### config.mk
export PLATFORM = sky130hd
export DESIGN_NAME = mem_arbiter
export DESIGN_NICKNAME = d
export VERILOG_FILES = /design/src/rtl/mem_arbiter.sv
export SDC_FILE = /design/constraint.sdc
export NUM_CORES = 1
export LEC_CHECK = 0
export ABC_AREA = 1
export CELL_PAD_IN_SITES_DETAIL_PLACEMENT = 1
export CELL_PAD_IN_SITES_GLOBAL_PLACEMENT = 2
export CORE_ASPECT_RATIO = 1.1
export CORE_UTILIZATION = 25
export CTS_BUF_LIST = sky130_fd_sc_hd__clkbuf_16
export DETAILED_ROUTE_END_ITERATION = 8
export PLACE_DENSITY_LB_ADDON = 0.08
export SYNTH_ARGS = -nofsm -noshare
export SYNTH_HDL_FRONTEND = slang
export SYNTH_SLANG_ARGS = --single-unit
export TNS_END_PERCENT = 100
### constraint.sdc
create_clock -name clk -period 3.4 [get_ports clk]
set_input_delay 0.68 -clock clk [delete_from_list [all_inputs] [get_ports clk]]
set_output_delay 0.68 -clock clk [all_outputs]
set_load 0.1 [all_outputs]
### src/rtl/mem_arbiter.sv
// Two-requester round-robin arbiter in front of a single memory port.
// Each access walks IDLE -> ISSUE -> WAIT -> DONE and is aborted with err after TIMEOUT cycles.
module mem_arbiter #(
    parameter int ADDR_W  = 32,
    parameter int DATA_W  = 8,
    parameter int TIMEOUT = 64
) (
    input  logic              clk,
    input  logic              reset,
    input  logic              m0_req,
    input  logic              m0_wr,
    input  logic [ADDR_W-1:0] m0_addr,
    input  logic [DATA_W-1:0] m0_wdata,
    output logic              m0_ack,
    output logic              m0_err,
    output logic [DATA_W-1:0] m0_rdata,
    input  logic              m1_req,
    input  logic              m1_wr,
    input  logic [ADDR_W-1:0] m1_addr,
    input  logic [DATA_W-1:0] m1_wdata,
    output logic              m1_ack,
    output logic              m1_err,
    output logic [DATA_W-1:0] m1_rdata,
    output logic              mem_req,
    output logic              mem_wr,
    output logic [ADDR_W-1:0] mem_addr,
    output logic [DATA_W-1:0] mem_wdata,
    input  logic              mem_busy,
    input  logic [DATA_W-1:0] mem_rdata,
    output logic              arb_busy
);

    typedef enum logic [1:0] {
        ST_IDLE  = 2'd0,
        ST_ISSUE = 2'd1,
        ST_WAIT  = 2'd2,
        ST_DONE  = 2'd3
    } state_t;

    // Counter value seen during the last permitted ISSUE/WAIT cycle.
    localparam logic [7:0] CNT_LAST = 8'(TIMEOUT - 1);

    state_t            state_r;
    logic              last_r;
    logic              win_r;
    logic [7:0]        cnt_r;
    logic              mem_req_r;
    logic              mem_wr_r;
    logic [ADDR_W-1:0] mem_addr_r;
    logic [DATA_W-1:0] mem_wdata_r;
    logic              m0_ack_r;
    logic              m0_err_r;
    logic [DATA_W-1:0] m0_rdata_r;
    logic              m1_ack_r;
    logic              m1_err_r;
    logic [DATA_W-1:0] m1_rdata_r;
    logic              arb_busy_r;
    logic              grant_s;
    logic              timeout_s;

    // Round-robin pick: on a tie the requester not granted last time wins.
    function automatic logic rr_pick(input logic req0, input logic req1, input logic last);
        logic pick;
        if (req0 && req1) begin
            pick = ~last;
        end else if (req1) begin
            pick = 1'b1;
        end else begin
            pick = 1'b0;
        end
        return pick;
    endfunction

    // Winner selection and timeout detection.
    always_comb begin
        grant_s   = rr_pick(m0_req, m1_req, last_r);
        timeout_s = 1'b0;
        if (cnt_r == CNT_LAST) begin
            timeout_s = 1'b1;
        end else begin
            timeout_s = 1'b0;
        end
    end

    // Access sequencer with registered command, handshake and read-data outputs.
    always_ff @(posedge clk or negedge reset) begin
        if (!reset) begin
            state_r     <= ST_IDLE;
            last_r      <= 1'b1;
            win_r       <= 1'b0;
            cnt_r       <= 8'd0;
            mem_req_r   <= 1'b0;
            mem_wr_r    <= 1'b0;
            mem_addr_r  <= {ADDR_W{1'b0}};
            mem_wdata_r <= {DATA_W{1'b0}};
            m0_ack_r    <= 1'b0;
            m0_err_r    <= 1'b0;
            m0_rdata_r  <= {DATA_W{1'b0}};
            m1_ack_r    <= 1'b0;
            m1_err_r    <= 1'b0;
            m1_rdata_r  <= {DATA_W{1'b0}};
            arb_busy_r  <= 1'b0;
        end else begin
            case (state_r)
                ST_IDLE: begin
                    m0_ack_r <= 1'b0;
                    m0_err_r <= 1'b0;
                    m1_ack_r <= 1'b0;
                    m1_err_r <= 1'b0;
                    if (m0_req || m1_req) begin
                        win_r       <= grant_s;
                        mem_wr_r    <= grant_s ? m1_wr    : m0_wr;
                        mem_addr_r  <= grant_s ? m1_addr  : m0_addr;
                        mem_wdata_r <= grant_s ? m1_wdata : m0_wdata;
                        mem_req_r   <= 1'b1;
                        cnt_r       <= 8'd0;
                        arb_busy_r  <= 1'b1;
                        state_r     <= ST_ISSUE;
                    end
                end
                ST_ISSUE, ST_WAIT: begin
                    cnt_r <= cnt_r + 8'd1;
                    if (timeout_s) begin
                        // Abort: complete with err and zeroed read data.
                        mem_req_r <= 1'b0;
                        state_r   <= ST_DONE;
                        if (win_r) begin
                            m1_ack_r   <= 1'b1;
                            m1_err_r   <= 1'b1;
                            m1_rdata_r <= {DATA_W{1'b0}};
                        end else begin
                            m0_ack_r   <= 1'b1;
                            m0_err_r   <= 1'b1;
                            m0_rdata_r <= {DATA_W{1'b0}};
                        end
                    end else if (!mem_busy) begin
                        if (state_r == ST_ISSUE) begin
                            mem_req_r <= 1'b0;
                            state_r   <= ST_WAIT;
                        end else begin
                            state_r <= ST_DONE;
                            if (win_r) begin
                                m1_ack_r <= 1'b1;
                                if (!mem_wr_r) begin
                                    m1_rdata_r <= mem_rdata;
                                end
                            end else begin
                                m0_ack_r <= 1'b1;
                                if (!mem_wr_r) begin
                                    m0_rdata_r <= mem_rdata;
                                end
                            end
                        end
                    end
                end
                ST_DONE: begin
                    m0_ack_r   <= 1'b0;
                    m0_err_r   <= 1'b0;
                    m1_ack_r   <= 1'b0;
                    m1_err_r   <= 1'b0;
                    last_r     <= win_r;
                    arb_busy_r <= 1'b0;
                    state_r    <= ST_IDLE;
                end
                default: begin
                    mem_req_r  <= 1'b0;
                    m0_ack_r   <= 1'b0;
                    m0_err_r   <= 1'b0;
                    m1_ack_r   <= 1'b0;
                    m1_err_r   <= 1'b0;
                    arb_busy_r <= 1'b0;
                    state_r    <= ST_IDLE;
                end
            endcase
        end
    end

    assign mem_req   = mem_req_r;
    assign mem_wr    = mem_wr_r;
    assign mem_addr  = mem_addr_r;
    assign mem_wdata = mem_wdata_r;
    assign m0_ack    = m0_ack_r;
    assign m0_err    = m0_err_r;
    assign m0_rdata  = m0_rdata_r;
    assign m1_ack    = m1_ack_r;
    assign m1_err    = m1_err_r;
    assign m1_rdata  = m1_rdata_r;
    assign arb_busy  = arb_busy_r;

endmodule

### Word-level counts from Yosys, hierarchy flattened

Cells that the tools add are included.

* word-level logic and storage cells: 95
* flip-flop bits (word level): 75

* add/sub/neg operators: 1
* equal/unequal tests: 14
* reduce and logical (&&, ||, !) cells: 17
* mux-type cells: 46
* bitwise gates (word level): 2

Operators by type and width (count)
* $mux W8: 13
* $mux W32: 1
* $mux W1: 21
* $pmux W8 S2: 1
* $reduce_and A2 Y1: 7
* $pmux W1 S2: 6
* $ne A2 B2 Y1 const B: 5
* $reduce_and A5 Y1: 2
* $ne A3 B3 Y1 const B: 3
* $add A8 B1 Y8 const B: 1
* $eq A8 B6 Y1 const B: 1
* $mux W2: 3
* $pmux W2 S3: 1
* $eq A2 B2 Y1 const B: 2
* $ne A2 B1 Y1 const B: 2
* $reduce_and A4 Y1: 1
* $reduce_bool A2 Y1: 2
* $reduce_or A2 Y1: 2
* $eq A2 B1 Y1 const B: 1
* $logic_not A2 Y1: 1
* $not A1 Y1: 2
* $logic_and A1 B1 Y1: 1
* $logic_or A1 B1 Y1: 1

### Logic depth before layout (Yosys ltp)

* depth after elaboration: 5
* gate-level depth with buffers: 9
* gate-level depth less buffers: 8

### Least setup slack after synthesis

Ideal clock, no wire load.

* path kind: register to output
* start point: register mem_wr_r, in the netlist mem_wr
* end point: output mem_wr
* path buffers: 0
* arrival: 0.953 ns
* required time: 2.720 ns
* setup slack: 1.767 ns
* stages on the path, launching flop included: 1
* cells stage by stage: dfrtp_1

RTL lines
* from (decl): RTL line 48 `logic mem_wr_r;`
* from (signal assigned): RTL line 112 `mem_wr_r <= grant_s ? m1_wr : m0_wr;`
* to (decl): RTL line 25 `output logic mem_wr,`

No word-level cell between the ends.

### Worst setup path in the final report

* start point: register mem_addr_r[25], in the netlist mem_addr[25]
* end point: output mem_addr[25]

RTL lines
* from (decl): RTL line 49 `logic [ADDR_W-1:0] mem_addr_r;`
* from (signal assigned): RTL line 94 `mem_addr_r <= {ADDR_W{1'b0}};`
* from (signal assigned): RTL line 113 `mem_addr_r <= grant_s ? m1_addr : m0_addr;`
* to (decl): RTL line 26 `output logic [ADDR_W-1:0] mem_addr,`

No word-level cell between the ends.

==> metrics.txt <==
Routed WL=11900 um; initial DRC count=131; setup TNS=0 ns; Max Slew Vio Count=0; FILL cells=1701; 1st-pass router iterations=4; TritonCTS clock tree=built; Via density=4.52; H-tree depth=3; Max-Cap Viols=0; gpl congestion=0.725; syn_area_per_cell=8.26 um2; # nets final=685; critical path's slowest cell=clkdlybuf4s50_1; WP buf/inv=1; vias in the first global route=3840; reg2reg path depth=7; synthesized area=3600 um2; die width=116 um; CORE AREA=13900 um2; post-cts sizing count=0; Avg WL per Cell=15.3 um; worst r2r dst=cnt_r[3]; largest net degree at the start of global routing=76; Slew HR=32.1%; Worst setup EP type=primary output; commonest non-fill, non-tap cells in the layout=clkdlybuf4s50_1 (122), nand2_1 (107), dfrtp_1 (74); largest stage delay on the critical path=1.14 ns; Clock Latency Late Sink=0.34 ns; top cells by area, synth=dfrtp_1 (51%), nand2_1 (11%), o21ai_0 (6.7%), o21ai_1 (5.8%), nor2_1 (5.6%); hold_buf cts=0; Die H=128 um; Remaining DRCs=0; RSZ-0062 raised after global routing=false; Clock Sinks=75; CP arrival=1.84 ns; Crit path required time=2.72 ns; synthesis-to-layout area growth=52.4%; skew final=0.00699 ns; Final setup viols=0; share of the synthesized area in the top cell type=51.4%; Root Buffer=clkbuf_16; r2r setup slk=1.39 ns; sequential area share after synthesis=52.2%; TritonCTS buffer count=9; outcome=completed; crit start category=flop; crit path cell chain=clkdlybuf4s50_1; first-pass GRT wire length=19300 um; post-DP HPWL=8310 um; worst-margin pin slew=1.02 ns; clock slew at reported path FFs=0.06 ns; Fmax=397 MHz; Mapped Nets=535; Mapped Cells=436; full die area=14900 um2; antenna diode instance count=0; post-synth cell types=31; starting density of the core=25.9%; Port Buffers=157; Tmin final=2.52 ns; deepest clock path buffer count=2; Final Hold Viols=0; most common cell after layout, fill and taps aside=clkdlybuf4s50_1; Hold/Removal Path Class=flop to flop; layout cells sized above 1=11.3%; Setup CP Type=flop to primary output; final period utilization=74.0%; Hold Path Stages=2; IO Count=158; FP Rows=45; reg2reg start=state_r[0]; flop and latch count out of synthesis=75; GR Util All Layers=17.0%; largest delay contributor family on the critical path=buffers and inverters; Vias=3524; Critical Path Fanout Max=2; worst hold path endpoint=m0_rdata[7]; largest area contributor in the netlist=dfrtp_1; initial antenna violation count=0; Synth Warn #=0; total grt overflow=0; hold_sp=m0_rdata[7]; Post-CTS Setup Bufs=0; Final ANT Viol Nets=0
==> cell usage after synthesis, drive strengths merged <==
master / number
nand2: 111
o21ai: 92
dfrtp: 74
nor2: 58
inv: 30
nand4: 21
clkbuf: 12
nand3: 12
buf: 8
a21oi: 6
ha: 4
a22o: 2
a31oi: 1
clkinv: 1
dfstp: 1
mux2: 1
o21a: 1
o21bai: 1
==> worst max path at each step <==
stage | start | end | slack [ns] | cells after the start
final | mem_addr[25] | mem_addr[25] | 0.88 | 1
after global routing | mem_addr[1] | mem_addr[1] | 0.81 | 1
after CTS | m1_rdata[4] | m1_rdata[4] | 0.85 | 1
after detailed placement | m1_req | cnt_r[2] | 0.94 | 7
after global placement | m1_req | cnt_r[2] | 1.0 | 7
after floorplan | mem_wr | mem_wr | 1.77 | 0
==> layer usage <==
metal	vias up	global-route usage [%]	share of wire [%]
met5	-	0	0
li1	1739	-	-
met4	0	8.37	2.9
met1	1668	19.5	42
met3	19	5.30	6.6
met2	98	28.5	48
==> cell type report <==
cell class / count / area [um2] / share of cell area [%]
clock buffers: 9 / 225 / 4.11
clock inverters: 7 / 26.3 / 0.479
inverters: 31 / 116 / 2.12
multi-input cells: 310 / 1510 / 27.4
flip-flops and latches: 75 / 1880 / 34.2
well taps: 188 / 235 / 4.29
repair buffers: 159 / 1500 / 27.3
==> flip-flops by register name (all words and copies together) (netlist names), 2 cells and up <==
register and flops:
m1_rdata 8, mem_wdata 8, cnt_r 8, m0_rdata 8, mem_addr 32, state_r 2
==> kinds of logic (layout without fill, tap and decap cells) <==
logic type	Yosys count	in the layout	synth area share [%]
buf+inv	51	206	6.22
simple gates	202	202	24.7
mux	1	1	0.313
fa+ha+maj	4	4	1.39
flops	75	75	52.2
compound gates	103	103	15.2
==> stage by stage <==
step / area, um2 / cells / util (%) / setup WS (ns) / hold WS [ns]
2_1_floorplan: 3600 / 436 / - / 1.77 / 0.384
3_3_place_gp: 5230 / 763 / 37.6 / 0.999 / 0.467
3_5_place_dp: 5230 / 763 / 37.6 / 0.940 / 0.475
4_1_cts: 5490 / 779 / 39.4 / 0.849 / 0.491
5_1_grt: 5490 / 779 / 39.4 / 0.815 / 0.500
6_report: 5490 / 779 / 39.4 / 0.883 / 0.483
Power is not shown: default switching activity piles up to over one toggle a cycle in this logic, so the estimate is an artifact.
